**src/rtl/uart_tx_buffer.sv**
```systemverilog
// uart_tx_buffer: byte FIFO feeding a start/done serializer handshake, with a SendDone watchdog.
module uart_tx_buffer #(
  parameter int Depth         = 16,
  parameter int AddrWidth     = 4,
  parameter int TimeoutCycles = 5000
) (
  input  logic                 clk,
  input  logic                 rst,
  input  logic                 WrEn,
  input  logic [7:0]           WrData,
  input  logic                 Flush,
  input  logic                 SendBusy,
  input  logic                 SendDone,
  output logic                 SendEn,
  output logic [7:0]           SendData,
  output logic                 Full,
  output logic                 Empty,
  output logic [AddrWidth:0]   Count,
  output logic                 Overflow,
  output logic                 TxErr
);
  localparam int WdWidth = $clog2(TimeoutCycles) > 20 ? $clog2(TimeoutCycles) : 20;
  typedef enum logic {IDLE, WAIT_DONE} state_t;
  state_t               state;
  logic [7:0]           mem [Depth];
  logic [AddrWidth-1:0] wr_ptr, rd_ptr;
  logic [WdWidth-1:0]   wd;
  logic                 push, pop;
  assign Full  = Count == (AddrWidth+1)'(Depth);
  assign Empty = Count == '0;
  // Full is taken from the registered count, so a write while full is dropped even if a pop happens now
  assign push  = WrEn && !Full && !Flush;
  assign pop   = state == IDLE && !Empty && !SendBusy && !Flush;
  always_ff @(posedge clk)
    if (push) mem[wr_ptr] <= WrData;
  always_ff @(posedge clk or posedge rst)
    if (rst) begin
      state    <= IDLE;
      wr_ptr   <= '0;
      rd_ptr   <= '0;
      Count    <= '0;
      wd       <= '0;
      SendEn   <= 1'b0;
      SendData <= 8'h00;
      Overflow <= 1'b0;
      TxErr    <= 1'b0;
    end else begin
      SendEn   <= pop;
      Overflow <= WrEn && Full && !Flush;
      TxErr    <= 1'b0;
      if (Flush) begin
        wr_ptr <= '0;
        rd_ptr <= '0;
        Count  <= '0;
      end else begin
        if (push) wr_ptr <= wr_ptr + 1'b1;
        if (pop) rd_ptr <= rd_ptr + 1'b1;
        Count <= Count + (AddrWidth+1)'(push) - (AddrWidth+1)'(pop);
      end
      if (pop) SendData <= mem[rd_ptr];
      // Flush leaves an in-flight byte alone; only SendDone or the watchdog end the wait
      if (state == IDLE) begin
        if (pop) begin
          state <= WAIT_DONE;
          wd    <= '0;
        end
      end else if (SendDone) state <= IDLE;
      else if (wd == WdWidth'(TimeoutCycles - 1)) begin
        state <= IDLE;
        TxErr <= 1'b1;
      end else wd <= wd + 1'b1;
    end
endmodule

```
**config.mk**
```make
export PLATFORM = sky130hd
export DESIGN_NAME = uart_tx_buffer
export DESIGN_NICKNAME = d
export VERILOG_FILES = /design/src/rtl/uart_tx_buffer.sv
export SDC_FILE = /design/constraint.sdc
export NUM_CORES = 1
export LEC_CHECK = 0
export ABC_AREA = 1
export BUFFER_PORTS_ARGS = -buffer_cell sky130_fd_sc_hd__buf_2
export CORE_MARGIN = 3
export CORE_UTILIZATION = 57
export DETAILED_ROUTE_END_ITERATION = 12
export GPL_TIMING_DRIVEN = 0
export MAX_ROUTING_LAYER = met4
export PLACE_DENSITY = 0.77
export RECOVER_POWER = 50
export SYNTH_ARGS = -nofsm -noshare
export SYNTH_HDL_FRONTEND = slang
export SYNTH_SLANG_ARGS = --single-unit
```
**constraint.sdc**
```tcl
create_clock -name clk -period 6 [get_ports clk]
set_input_delay 0.9 -clock clk [delete_from_list [all_inputs] [get_ports clk]]
set_output_delay 0.9 -clock clk [all_outputs]
set_load 0.01 [all_outputs]
```
==> results.md <==
* Status: complete, but fails checks
* Failing checks: capacitance limit, slew limit
* Vias in the first global route at 5,609
* Vias per cell at 5.32
* Initial core utilization at around three fifths
* Fin crit share at 52.1%
* Slew @ Worst Pin at 1860 ps
* CTS sink cnt at 173
* Initial antenna violation count at 0
* Global-route wire length before repair at between 20 and 30 mm
* Drt first pass iters at 5
* Worst VDD drop at 0.000254 V
* Syn Area/Cell at 9.18 um2
* Synthesis Warnings at 0
* Chip Width at 125 um
* CTS tree: yes
* CTS root buffer: clkbuf_16
* Rel. slew slack at -24.0%
* Synthesis-stage register bit count at 173
* Fillers at ~1,000
* Buffer levels on the longest clock path at 2
* Worst min-delay path class: input pin to asynchronous set/reset pin
* Worst skew pair latency at 440 ps
* Post-Route Utilization at 66.9%
* I/O pin count at 32
* Syn Nets at 911
* Dpl cell area at around 8500 um2
* Placement Rows at 42
* Clock skew at about 15 ps
* Worst setup endpoint: Count[4]
* Startpoint Class: flop
* WL per Instance at ~16 um
* Antenna Violating Nets Remaining at 0
* LEAKAGE at around 0.0042 uW
* Crit path from: Count[2]
* Max Freq at 0.320 GHz
* H-tree levels at 4
* Wirelength, routed at 18.2 mm
* Reg2Reg Setup Slack at around 2900 ps
* Final worst path period need at 3130 ps
* # hold bufs at CTS at 0
* CTS clk-pin slew, worst paths at about 70 ps
* R2R Path End: Count[4]
* GRT Util Overall at around a quarter
* Largest net degree at the start of global routing at 36
* Post-CTS Resized at 0
* DIE AREA at 15,700 um2
* Setup TNS at 0 ps
* Area delta synth->final at 11.7%
* Post-layout nets at 962
* Max-cap violations at 1
* Crit Path Category: flop to flop
* Vias at 5,979
* Num CTS Buffers at 17
* GPL Wtd Cong at 0.924
* Worst EP required at 6350 ps
* Worst-path maximum fanout at 11
* Final setup vio count at 0
* CP arrival at 3470 ps
* Post-Syn Instances at 884
* IO buf count at 31
* CORE AREA at 13,600 um2
* Final worst slack at 2870 ps
* Tot Pwr at 3340 uW
* Seq/Total Area, Yosys at 61.2%
* Die H at 125 um
* DRC at 0
* Most frequent cells in the layout: nand2_1, nand3_1, inv_1
* Pre-CTS setup slack at approximately 2800 ps
* Pwr Density at 368 nW/um2
* Post-DP HPWL at approximately 12 mm
* R2R cell count at 16
* Commonest non-fill, non-tap cell in the layout: nand2_1
* Slew Viols, Final at 36
* Diode count at 0
* Synth unique cells at 28
* Total gr overflow at 0
* Synthesized area at 8120 um2
* Unrepaired setup endpoints after global routing: false
* CP endpoint kind: flop
* Final Cell Area at 9070 um2
* Setup Buffers After CTS at 0
* Final hold vios at 0
* Number of DRC markers in iteration 0 at 632
* Layout cells sized above 1 at 8.86%
* Reg2reg start: Count[2]
[critical path, cell delays in order (launching register included)]
cell,delay [ps]
dfrtp_1,360
inv_1,90
ha_1,210
nand4_1,130
nand3_2,130
nor2_2,160
clkbuf_1,430
ha_1,330
inv_1,60
ha_1,160
inv_1,60
fa_1,350
inv_1,100
a21oi_1,70
o21bai_1,150
o21ai_0,90
a21oi_1,160
[logic make-up after synthesis]
group                    after synthesis  synth area share [%]
AO/OA/AOI/OAI                         17                  1.09
buffers and inverters                172                  8.60
adder cells (fa/ha/maj)               13                  2.10
AND/OR/NAND/NOR                      498                  25.8
flip-flops                           173                  61.2
XOR/XNOR                              11                  1.19
[flip-flops by register name, indices dropped and copies added, names as in the netlist]
signal    count
Count         5
wd           20
wr_ptr        4
Overflow      1
SendEn        1
rd_ptr        4
state         1
TxErr         1
mem         128
SendData      8
[where the power goes]
| part | switching, uW | leakage, uW | internal [uW] |
|---|---|---|---|
| Combinational | 580 | 0.00212 | 262 |
| Sequential | 54.4 | 0.00176 | 1360 |
| Clock | 453 | 0.000275 | 630 |
| Total | 1090 | 0.00415 | 2250 |
[worst min-delay path by stage]
stage,from,to,slack (ps),cells past startpoint
2_1_floorplan,SendData[0],SendData[0],510,2
6_report,rst,wd[11],460,2
5_1_grt,SendData[1],SendData[1],500,2
3_3_place_gp,SendData[1],SendData[1],470,2
3_5_place_dp,SendData[7],SendData[7],480,2
4_1_cts,rst,wd[12],400,2
[Yosys cell counts]
cell type,count,area share [%]
nor2_4,1,0.14
nand3_2,1,0.12
nand2_1,294,14
buf_4,3,0.28
nand4_1,4,0.31
buf_6,2,0.28
nor2_1,48,2.2
clkbuf_1,6,0.28
nand2_2,1,0.077
clkinv_1,2,0.092
nand3_1,136,8.4
buf_2,21,1.3
nor3_1,5,0.31
inv_1,135,6.2
o21bai_1,1,0.092
xnor2_1,3,0.32
nor2_2,5,0.39
a21oi_1,5,0.31
ha_1,12,1.8
xor2_1,8,0.86
buf_1,1,0.046
edfxtp_1,128,47
nand3b_1,3,0.28
inv_2,2,0.092
a31oi_1,1,0.077
o21ai_0,10,0.62
fa_1,1,0.25
dfrtp_1,45,14
[metal layers]
layer | global-route usage [%] | vias up | wire, um
met5 | - | - | 0
met4 | 8.48 | 0 | 327
met3 | 4.95 | 26 | 1240
met2 | 40.3 | 228 | 9150
met1 | 31.5 | 2795 | 7460
li1 | - | 2930 | -
[stage by stage]
stage	cells	hold WS [ps]
6_report	1124	458
2_1_floorplan	884	514
4_1_cts	1124	402
3_5_place_dp	1092	478
3_3_place_gp	1091	470
5_1_grt	1124	502
[layout make-up]
cell class	count	area (um2)	share of cell area (%)
sequential	173	4970	54.8
multi-input combinational	539	2450	27.0
inverter	139	522	5.75
clock buffer	21	450	4.97
tap	176	220	2.43
buffer	33	174	1.92
timing repair buffer	32	148	1.63
clock inverter	11	135	1.49
No activity file was read; power rests on OpenSTA's default activity.
